`src/rtl/pipeline_pc_sequencer_if.sv`:
```
`default_nettype none
// ============================================================================
//  Module      : pipeline_pc_sequencer_if
//  Description : Bundles the datapath-facing signals of the PC sequencer.
//                The master side is the pipeline datapath; the slave side
//                is the sequencer itself.
//  Revision    : 1.0  initial release
// ============================================================================
interface pipeline_pc_sequencer_if;

    // Datapath -> sequencer
    logic [31:0] pc_current;
    logic        load_use_hazard;
    logic        branch_taken;
    logic [31:0] branch_target;
    logic        jump_valid;
    logic [31:0] jump_target;
    logic        exc_req;
    logic [4:0]  exc_cause;
    logic [31:0] exc_pc;
    logic        eret_valid;
    logic        md_start;
    logic        md_done;

    // Sequencer -> datapath
    logic        pc_enable;
    logic [31:0] pc_next;
    logic        stall_if_id;
    logic        flush_if_id;
    logic        flush_id_ex;
    logic [31:0] epc;
    logic [4:0]  cause;
    logic        exl;
    logic [31:0] stall_count;

    modport master (
        output pc_current, load_use_hazard, branch_taken, branch_target,
               jump_valid, jump_target, exc_req, exc_cause, exc_pc,
               eret_valid, md_start, md_done,
        input  pc_enable, pc_next, stall_if_id, flush_if_id, flush_id_ex,
               epc, cause, exl, stall_count
    );

    modport slave (
        input  pc_current, load_use_hazard, branch_taken, branch_target,
               jump_valid, jump_target, exc_req, exc_cause, exc_pc,
               eret_valid, md_start, md_done,
        output pc_enable, pc_next, stall_if_id, flush_if_id, flush_id_ex,
               epc, cause, exl, stall_count
    );

endinterface
`default_nettype wire

```
`src/rtl/pipeline_pc_sequencer.sv`:
```
`default_nettype none
// ============================================================================
//  Module      : pipeline_pc_sequencer
//  Description : Next-PC selection, pipeline stall/flush control, and a
//                minimal exception state (EPC/cause/EXL) for a 5-stage core.
//                Handles multi-cycle mult/div waits and a one-cycle drain
//                after trap entry.
//  Revision    : 1.0  initial release
// ============================================================================
module pipeline_pc_sequencer #(
    parameter logic [31:0] RESET_PC   = 32'h0040_0000,
    parameter logic [31:0] EXC_VECTOR = 32'h0040_0004
) (
    input  wire logic                    clock,
    input  wire logic                    reset,
    pipeline_pc_sequencer_if.slave       bus
);

    typedef enum logic [1:0] {
        RUN       = 2'd0,
        MD_WAIT   = 2'd1,
        EXC_DRAIN = 2'd2
    } state_t;

    state_t      state_q, state_d;
    logic [31:0] epc_q;
    logic [4:0]  cause_q;
    logic        exl_q;
    logic [31:0] stall_count_q;

    logic        w_pc_enable;
    logic [31:0] w_pc_next;
    logic        w_stall_if_id;
    logic        w_flush_if_id;
    logic        w_flush_id_ex;
    logic [31:0] w_pc_plus4;
    logic        w_exc_accept;
    logic        w_do_eret;

    assign w_pc_plus4 = bus.pc_current + 32'd4;

    // A trap is only taken while no handler is active; a nested request
    // falls through to the lower-priority selections.
    assign w_exc_accept = (state_q == RUN) && bus.exc_req && !exl_q;
    assign w_do_eret    = (state_q == RUN) && !w_exc_accept && bus.eret_valid;

    // Next-state and per-cycle PC/stall/flush selection.
    always_comb begin
        state_d       = state_q;
        w_pc_enable   = 1'b1;
        w_pc_next     = w_pc_plus4;
        w_stall_if_id = 1'b0;
        w_flush_if_id = 1'b0;
        w_flush_id_ex = 1'b0;

        if (reset) begin
            state_d   = RUN;
            w_pc_next = RESET_PC;
        end else begin
            case (state_q)
                RUN: begin
                    if (w_exc_accept) begin
                        w_pc_next     = EXC_VECTOR;
                        w_flush_if_id = 1'b1;
                        w_flush_id_ex = 1'b1;
                        state_d       = EXC_DRAIN;
                    end else if (bus.eret_valid) begin
                        w_pc_next     = epc_q;
                        w_flush_if_id = 1'b1;
                    end else if (bus.md_start) begin
                        // md_start wins over a simultaneous md_done: the
                        // result belongs to the operation issued now.
                        w_pc_enable   = 1'b0;
                        w_stall_if_id = 1'b1;
                        w_flush_id_ex = 1'b1;
                        state_d       = MD_WAIT;
                    end else if (bus.load_use_hazard) begin
                        w_pc_enable   = 1'b0;
                        w_stall_if_id = 1'b1;
                        w_flush_id_ex = 1'b1;
                    end else if (bus.jump_valid) begin
                        w_pc_next = bus.jump_target;
                    end else if (bus.branch_taken) begin
                        w_pc_next = bus.branch_target;
                    end
                end
                MD_WAIT: begin
                    // The op in ID/EX stays put while the unit works, so no
                    // bubble is injected here.
                    if (bus.md_done) begin
                        state_d = RUN;
                    end else begin
                        w_pc_enable   = 1'b0;
                        w_stall_if_id = 1'b1;
                    end
                end
                EXC_DRAIN: begin
                    // Discard the instruction fetched alongside trap entry.
                    w_flush_if_id = 1'b1;
                    state_d       = RUN;
                end
                default: begin
                    state_d = RUN;
                end
            endcase
        end
    end

    // State, exception registers and stall counter.
    always_ff @(posedge clock) begin
        if (reset) begin
            state_q       <= RUN;
            epc_q         <= 32'd0;
            cause_q       <= 5'd0;
            exl_q         <= 1'b0;
            stall_count_q <= 32'd0;
        end else begin
            state_q <= state_d;
            if (!w_pc_enable) begin
                stall_count_q <= stall_count_q + 32'd1;
            end
            if (w_exc_accept) begin
                epc_q   <= bus.exc_pc;
                cause_q <= bus.exc_cause;
                exl_q   <= 1'b1;
            end else if (w_do_eret) begin
                exl_q <= 1'b0;
            end
        end
    end

    assign bus.pc_enable   = w_pc_enable;
    assign bus.pc_next     = w_pc_next;
    assign bus.stall_if_id = w_stall_if_id;
    assign bus.flush_if_id = w_flush_if_id;
    assign bus.flush_id_ex = w_flush_id_ex;
    assign bus.epc         = epc_q;
    assign bus.cause       = cause_q;
    assign bus.exl         = exl_q;
    assign bus.stall_count = stall_count_q;

endmodule
`default_nettype wire
```
`src/flat_wrapper.sv`:
```
// flat-port wrapper written by rule: the top's interface ports become plain ports
module pipeline_pc_sequencer_flat 
#(
    parameter logic [31:0] RESET_PC   = 32'h0040_0000,
    parameter logic [31:0] EXC_VECTOR = 32'h0040_0004
)
  (clock, reset, bus_pc_current, bus_load_use_hazard, bus_branch_taken, bus_branch_target, bus_jump_valid, bus_jump_target, bus_exc_req, bus_exc_cause, bus_exc_pc, bus_eret_valid, bus_md_start, bus_md_done, bus_pc_enable, bus_pc_next, bus_stall_if_id, bus_flush_if_id, bus_flush_id_ex, bus_epc, bus_cause, bus_exl, bus_stall_count);
  pipeline_pc_sequencer_if bus_i ();
  input  wire logic clock;
  input  wire logic reset;
  input wire logic [$bits(bus_i.pc_current)-1:0] bus_pc_current;
  input wire logic [$bits(bus_i.load_use_hazard)-1:0] bus_load_use_hazard;
  input wire logic [$bits(bus_i.branch_taken)-1:0] bus_branch_taken;
  input wire logic [$bits(bus_i.branch_target)-1:0] bus_branch_target;
  input wire logic [$bits(bus_i.jump_valid)-1:0] bus_jump_valid;
  input wire logic [$bits(bus_i.jump_target)-1:0] bus_jump_target;
  input wire logic [$bits(bus_i.exc_req)-1:0] bus_exc_req;
  input wire logic [$bits(bus_i.exc_cause)-1:0] bus_exc_cause;
  input wire logic [$bits(bus_i.exc_pc)-1:0] bus_exc_pc;
  input wire logic [$bits(bus_i.eret_valid)-1:0] bus_eret_valid;
  input wire logic [$bits(bus_i.md_start)-1:0] bus_md_start;
  input wire logic [$bits(bus_i.md_done)-1:0] bus_md_done;
  output wire logic [$bits(bus_i.pc_enable)-1:0] bus_pc_enable;
  output wire logic [$bits(bus_i.pc_next)-1:0] bus_pc_next;
  output wire logic [$bits(bus_i.stall_if_id)-1:0] bus_stall_if_id;
  output wire logic [$bits(bus_i.flush_if_id)-1:0] bus_flush_if_id;
  output wire logic [$bits(bus_i.flush_id_ex)-1:0] bus_flush_id_ex;
  output wire logic [$bits(bus_i.epc)-1:0] bus_epc;
  output wire logic [$bits(bus_i.cause)-1:0] bus_cause;
  output wire logic [$bits(bus_i.exl)-1:0] bus_exl;
  output wire logic [$bits(bus_i.stall_count)-1:0] bus_stall_count;
  assign bus_i.pc_current = bus_pc_current;
  assign bus_i.load_use_hazard = bus_load_use_hazard;
  assign bus_i.branch_taken = bus_branch_taken;
  assign bus_i.branch_target = bus_branch_target;
  assign bus_i.jump_valid = bus_jump_valid;
  assign bus_i.jump_target = bus_jump_target;
  assign bus_i.exc_req = bus_exc_req;
  assign bus_i.exc_cause = bus_exc_cause;
  assign bus_i.exc_pc = bus_exc_pc;
  assign bus_i.eret_valid = bus_eret_valid;
  assign bus_i.md_start = bus_md_start;
  assign bus_i.md_done = bus_md_done;
  assign bus_pc_enable = bus_i.pc_enable;
  assign bus_pc_next = bus_i.pc_next;
  assign bus_stall_if_id = bus_i.stall_if_id;
  assign bus_flush_if_id = bus_i.flush_if_id;
  assign bus_flush_id_ex = bus_i.flush_id_ex;
  assign bus_epc = bus_i.epc;
  assign bus_cause = bus_i.cause;
  assign bus_exl = bus_i.exl;
  assign bus_stall_count = bus_i.stall_count;
  pipeline_pc_sequencer #(.RESET_PC(RESET_PC), .EXC_VECTOR(EXC_VECTOR)) u_core (.clock(clock), .reset(reset), .bus(bus_i));
endmodule
```
`config.mk`:
```
export PLATFORM = sky130hd
export DESIGN_NAME = pipeline_pc_sequencer_flat
export DESIGN_NICKNAME = d
export VERILOG_FILES = /design/src/rtl/pipeline_pc_sequencer_if.sv /design/src/rtl/pipeline_pc_sequencer.sv /design/src/flat_wrapper.sv
export SDC_FILE = /design/constraint.sdc
export NUM_CORES = 1
export LEC_CHECK = 0
export ABC_AREA = 1
export BUFFER_PORTS_ARGS = -buffer_cell sky130_fd_sc_hd__buf_4
export CAP_MARGIN = 30
export CORE_MARGIN = 2
export CORE_UTILIZATION = 49
export CTS_CLUSTER_DIAMETER = 80
export DETAILED_ROUTE_END_ITERATION = 6
export PLACE_DENSITY = 0.82
export SLEW_MARGIN = 25
export SYNTH_ARGS = -nofsm -noshare
export SYNTH_HDL_FRONTEND = slang
export SYNTH_SLANG_ARGS = --single-unit
```
`constraint.sdc`:
```
create_clock -name clock -period 2.3 [get_ports clock]
set_input_delay 0.115 -clock clock [delete_from_list [all_inputs] [get_ports clock]]
set_output_delay 0.115 -clock clock [all_outputs]
set_load 0.005 [all_outputs]
```
==> results_dict.tcl, run 1 <==
set metrics [dict create \
    grt_use_total_pct 40.8 \
    final_cell_count_no_fill 1457 \
    final_common_cell "nand2_1" \
    drt_wl_total_mm 26.8 \
    violations "DRC" \
    power_density_nw_per_um2 515 \
    critPathArrivalTime_ps 2080 \
    max_slew_margin_pct 51.7 \
    syn_nets 1193 \
    die_h_um 113 \
    synth_compound_area_share_pct 19.3 \
    yosysUniqueCellTypes 41 \
    grt_pass1_vias 7907 \
    syn2layout_area_growth_pct 45.2 \
    die_x_um 113 \
    ios 248 \
    wire_per_inst_um 18.4 \
    pre_cts_ws_ps 314 \
    fin_setup_tns_ps 0 \
    ys_ff_latch 72 \
    synthArstFlopShare_pct 0 \
    num_rows 39 \
    ys_seq_area_share_pct 24.6 \
    syn-cell-area_um2 5850 \
    nNetsFinal 1453 \
    path_class "flop to primary output" \
    worst_pin_slew_ps 723 \
    max-cap-violations 0 \
    cts.sinks 72 \
    grt_max_degree 44 \
    dr.pass1.iters 7 \
    drc 17 \
    coreArea_um2 11500 \
    synthMuxAreaShare_pct 0.171 \
    postRouteAntennaNets 0 \
    rsz0062_at_grt "no" \
    fp.dieArea_um2 12800 \
    finalInstanceArea_um2 8500 \
    hold_viol_final 0 \
    mostFrequentLayoutCells "nand2_1, buf_4, nor2_1, a21oi_1, dfxtp_1" \
    finalClockSkew_ps 8.71 \
    vias_per_cell 5.72 \
    numCtsBuffers 9 \
    clock_latency_ps 340 \
    ys.flop_type "dfxtp_1" \
    fmax_ghz 0.455 \
    start_util_pct 50.8 \
    hp-class "primary input to flop" \
    outcome "finished, violations left" \
    post-route-period-util_pct 95.6 \
    syn_inst 1049 \
    grt.overflow.total 0 \
    p_total_mw 4.38 \
    dp_hpwl_mm 19.3 \
    ys_warn_count 0 \
    synthXorXnorAreaFrac_pct 4.19 \
    gp_congestion 1.02 \
    path_clk_slew_ps 50 \
    placed_cell_area_um2 7850 \
    finalCriticalPeriod_ps 2200 \
    final_util_pct 73.8 \
    worst_slack_ps 102 \
    worstPathMaxFanout 22 \
    antenna_cells 0 \
    avgSynthCellArea_um2 5.58 \
    required_ps 2180 \
    post_route_cells_drive_above_1_share_pct 23.2 \
    whs_ps 29.7 \
    finalMaxSlewViolations 0 \
    ctsRootBufferMaster "clkbuf_16" \
    endpoint_kind "primary output" \
    ir_drop_uv 671 \
    p_leak_nw 4.02 \
    synth_fa_ha_area_share_pct 0.428 \
    antenna_found_initial 0 \
    cts_tree "done" \
    reg2reg_setup_slack_ps 320 \
    dr_total_vias 8329 \
    io_buffers 247 \
    synth_top_family_by_area "simple AND/OR/NAND/NOR gates" \
    clk_path_buf_depth 2 \
    synth_simple_gate_area_share_pct 43.7 \
    synth-edff-count 0 \
    first_iter_violations 1045 \
    cts_max_level 3 \
    grt_pass1_wl_mm 41.5 \
    startpoint_type "flop" \
    final-setup-viol-count 0 \
    dp_cells 1413 \
]
==> cell usage after synthesis, types with 2 or more instances <==
cell,number,area share [%]
nor2_1,129,8.3
inv_1,57,3.7
inv_2,3,0.19
xnor2_1,12,1.8
buf_6,2,0.38
o21ai_0,70,6.0
a21oi_1,94,8.0
a22oi_1,6,0.77
nor2_2,3,0.32
nand2_1,412,26
a31oi_1,18,1.9
nand4_1,9,0.96
nand2_2,2,0.21
a211oi_1,2,0.26
nand3_1,43,3.7
nor3_1,15,1.3
o211ai_1,5,0.64
dfxtp_1,72,25
ha_1,2,0.43
xor2_1,16,2.4
nor2_4,5,0.96
nand3_2,2,0.34
clkbuf_1,37,2.4
buf_1,3,0.19
nand3b_1,2,0.26
nor4_1,2,0.21
o21bai_1,6,0.77
clkinv_1,2,0.13
buf_2,6,0.51
==> final cells by class <==
cell class | instances | area, µm²
multi-input cells | 866 | 3970
fillers | 1004 | 3020
repair buffers | 297 | 2310
flip-flops and latches | 72 | 1440
inverters | 63 | 239
clock buffers | 11 | 233
well taps | 143 | 179
clock inverters | 5 | 129
==> cell families after synthesis <==
family,Yosys count
buf+inv,111
mux,1
flops,72
simple gates,628
compound gates,207
xor+xnor,28
fa+ha+maj,2
==> critical path, stage by stage, from the launching register on <==
cell and delay [ps]:
dfxtp_1 380, nor2_4 80, nand3_2 130, buf_4 300, nand2_1 180, a22oi_1 200
o21ai_0 100, a21oi_1 200, buf_4 150
==> state kept, by name (all words and copies together), names as in the netlist <==
| signal | flops |
|---|---|
| u_core.bus.epc | 32 |
| u_core.bus.stall_count | 32 |
| u_core.bus.cause | 5 |
| u_core.state_q | 2 |
| u_core.bus.exl | 1 |
==> power breakdown <==
part           switching, mW  internal, mW  total [mW]
sequential            0.0411          1.31        1.35
clock                  0.561          1.17        1.73
combinational          0.722         0.574        1.30
total                   1.32          3.05        4.38
==> final timing paths <==
path | from | endpoint | cells past startpoint
worst max-delay path | u_core.state_q[1] | bus_pc_next[10] | 8
worst min-delay path | bus_exc_cause[1] | u_core.bus.cause[1] | 3
worst max register to register | u_core.state_q[1] | u_core.bus.stall_count[17] | 12
worst min register to register | u_core.bus.cause[1] | u_core.bus.cause[1] | 2
==> layer usage <==
layer	up-vias	track usage (%)	part of all wire [%]
met5	-	0	0
met4	0	19.0	4.8
met3	99	8.36	11
met2	548	66.0	45
met1	3747	52.2	40
li1	3935	-	-
==> what timing repair did <==
| action | in CTS | in global routing |
|---|---|---|
| resized for setup | 0 | 3 |
| hold buffers | 26 | 0 |
| setup endpoints to repair | 0 | 9 |
| endpoints found under the hold margin | 26 | 0 |
| setup buffers | 0 | 2 |
(Power assumes the default switching activity.)
==> inputs of run 2 (changes only) <==
Settings changed: BUFFER_PORTS_ARGS -buffer_cell sky130_fd_sc_hd__buf_4 to not set, CORE_UTILIZATION 49 to 60, DONT_BUFFER_PORTS set to 1, PLACE_DENSITY 0.82 to 0.76.
==> results_dict.tcl, run 2 (synthesis results as in run 1) <==
set metrics [dict create \
    critPathArrivalTime_ps 2090 \
    syn2layout_area_growth_pct 12.3 \
    power_density_nw_per_um2 499 \
    p_total_mw 3.28 \
    rsz0062_at_grt "no" \
    start_util_pct 61.0 \
    hold_viol_final 0 \
    worstPathMaxFanout 19 \
    cp-endpoint "bus_pc_enable" \
    final_cell_count_no_fill 1206 \
    coreArea_um2 9590 \
    r2r_cells 12 \
    worstSetupStartpoint "u_core.bus.exl" \
    clock_latency_ps 360 \
    post-route-period-util_pct 96.1 \
    cts.sinks 72 \
    dp_hpwl_mm 15.5 \
    path_class "flop to primary output" \
    cts_max_level 3 \
    max-cap-violations 0 \
    drt_wl_total_mm 21.7 \
    nNetsFinal 1212 \
    dr_total_vias 7190 \
    grt.overflow.total 0 \
    whs_ps 11.5 \
    pre_cts_ws_ps 383 \
    worst_pin_slew_ps 693 \
    placed_cell_area_um2 5940 \
    gp_congestion 1.07 \
    num_rows 36 \
    grt_pass1_wl_mm 32.0 \
    hp-class "primary input to flop" \
    path_clk_slew_ps 80 \
    reg2reg_to "u_core.bus.stall_count[18]" \
    grt_use_total_pct 39.0 \
    violations "DRC" \
    ctsRootBufferMaster "clkbuf_8" \
    cts_tree "done" \
    r2r-start "u_core.bus.stall_count[0]" \
    ir_drop_uv 686 \
    final_util_pct 68.5 \
    antenna_cells 0 \
    die_h_um 103 \
    grt_max_degree 64 \
    ios 248 \
    outcome "finished, violations left" \
    fp.dieArea_um2 10600 \
    numCtsBuffers 9 \
    fmax_ghz 0.453 \
    max_slew_margin_pct 53.7 \
    finalClockSkew_ps 8.02 \
    fin_setup_tns_ps 0 \
    io_buffers 0 \
    drc 1 \
    first_iter_violations 569 \
    die_x_um 103 \
    grt_pass1_vias 6283 \
    startpoint_type "flop" \
    clk_path_buf_depth 2 \
    dr.pass1.iters 7 \
    finalCriticalPeriod_ps 2210 \
    antenna_found_initial 0 \
    finalInstanceArea_um2 6570 \
    worst_slack_ps 90.5 \
    postRouteAntennaNets 0 \
    required_ps 2180 \
    wire_per_inst_um 18.0 \
    final_common_cell "nand2_1" \
    reg2reg_setup_slack_ps 310 \
    final-setup-viol-count 0 \
    p_leak_nw 2.74 \
    dp_cells 1150 \
    endpoint_kind "primary output" \
    post_route_cells_drive_above_1_share_pct 4.94 \
    mostFrequentLayoutCells "nand2_1, nor2_1, a21oi_1, dfxtp_1, o21ai_0" \
    finalMaxSlewViolations 0 \
    vias_per_cell 5.96 \
]
-- run 2: worst min-delay path by stage --
stage	slack, ps	from	endpoint	depth (start not counted)
2_1_floorplan	230	bus_exc_pc[10]	u_core.bus.epc[10]	2
3_3_place_gp	190	reset	u_core.bus.stall_count[28]	1
3_5_place_dp	190	reset	u_core.bus.stall_count[1]	1
4_1_cts	2	reset	u_core.bus.stall_count[5]	3
5_1_grt	20	reset	u_core.state_q[1]	2
6_report	10	reset	u_core.bus.stall_count[5]	3
-- run 2: power by group --
group	internal (mW)	total, mW	switching, mW
clock	0.607	1.10	0.497
sequential	1.31	1.36	0.0594
combinational	0.280	0.812	0.531
total	2.19	3.28	1.09
-- run 2: critical path, stage by stage (launching register included) --
cell and delay [ps]:
dfxtp_1 390, inv_1 80, nand3_2 120, nand2_1 180
o21ai_4 210, inv_4 80, nor2_8 270, inv_2 200
buf_4 180
-- run 2: repair_timing --
action	in CTS	in global routing
setup buffers	0	0
endpoints found under the hold margin	63	0
resized for setup	0	1
setup endpoints to repair	0	1
hold buffers	40	0
-- run 2: cell type report --
class | count | area, µm²
Sequential cell | 72 | 1440
Timing Repair Buffer | 56 | 538
Tap cell | 133 | 166
Multi-Input combinational cell | 866 | 3970
Clock buffer | 10 | 128
Inverter | 63 | 243
Fill cell | 882 | 3030
Clock inverter | 6 | 83.8
-- run 2: per-layer routing --
| layer | vias to the layer above | track usage (%) | part of all wire, % |
|---|---|---|---|
| li1 | 3440 | - | - |
| met1 | 3186 | 49.1 | 37 |
| met2 | 490 | 63.5 | 46 |
| met3 | 74 | 10.1 | 13 |
| met4 | 0 | 16.5 | 3.8 |
| met5 | - | 0 | 0 |
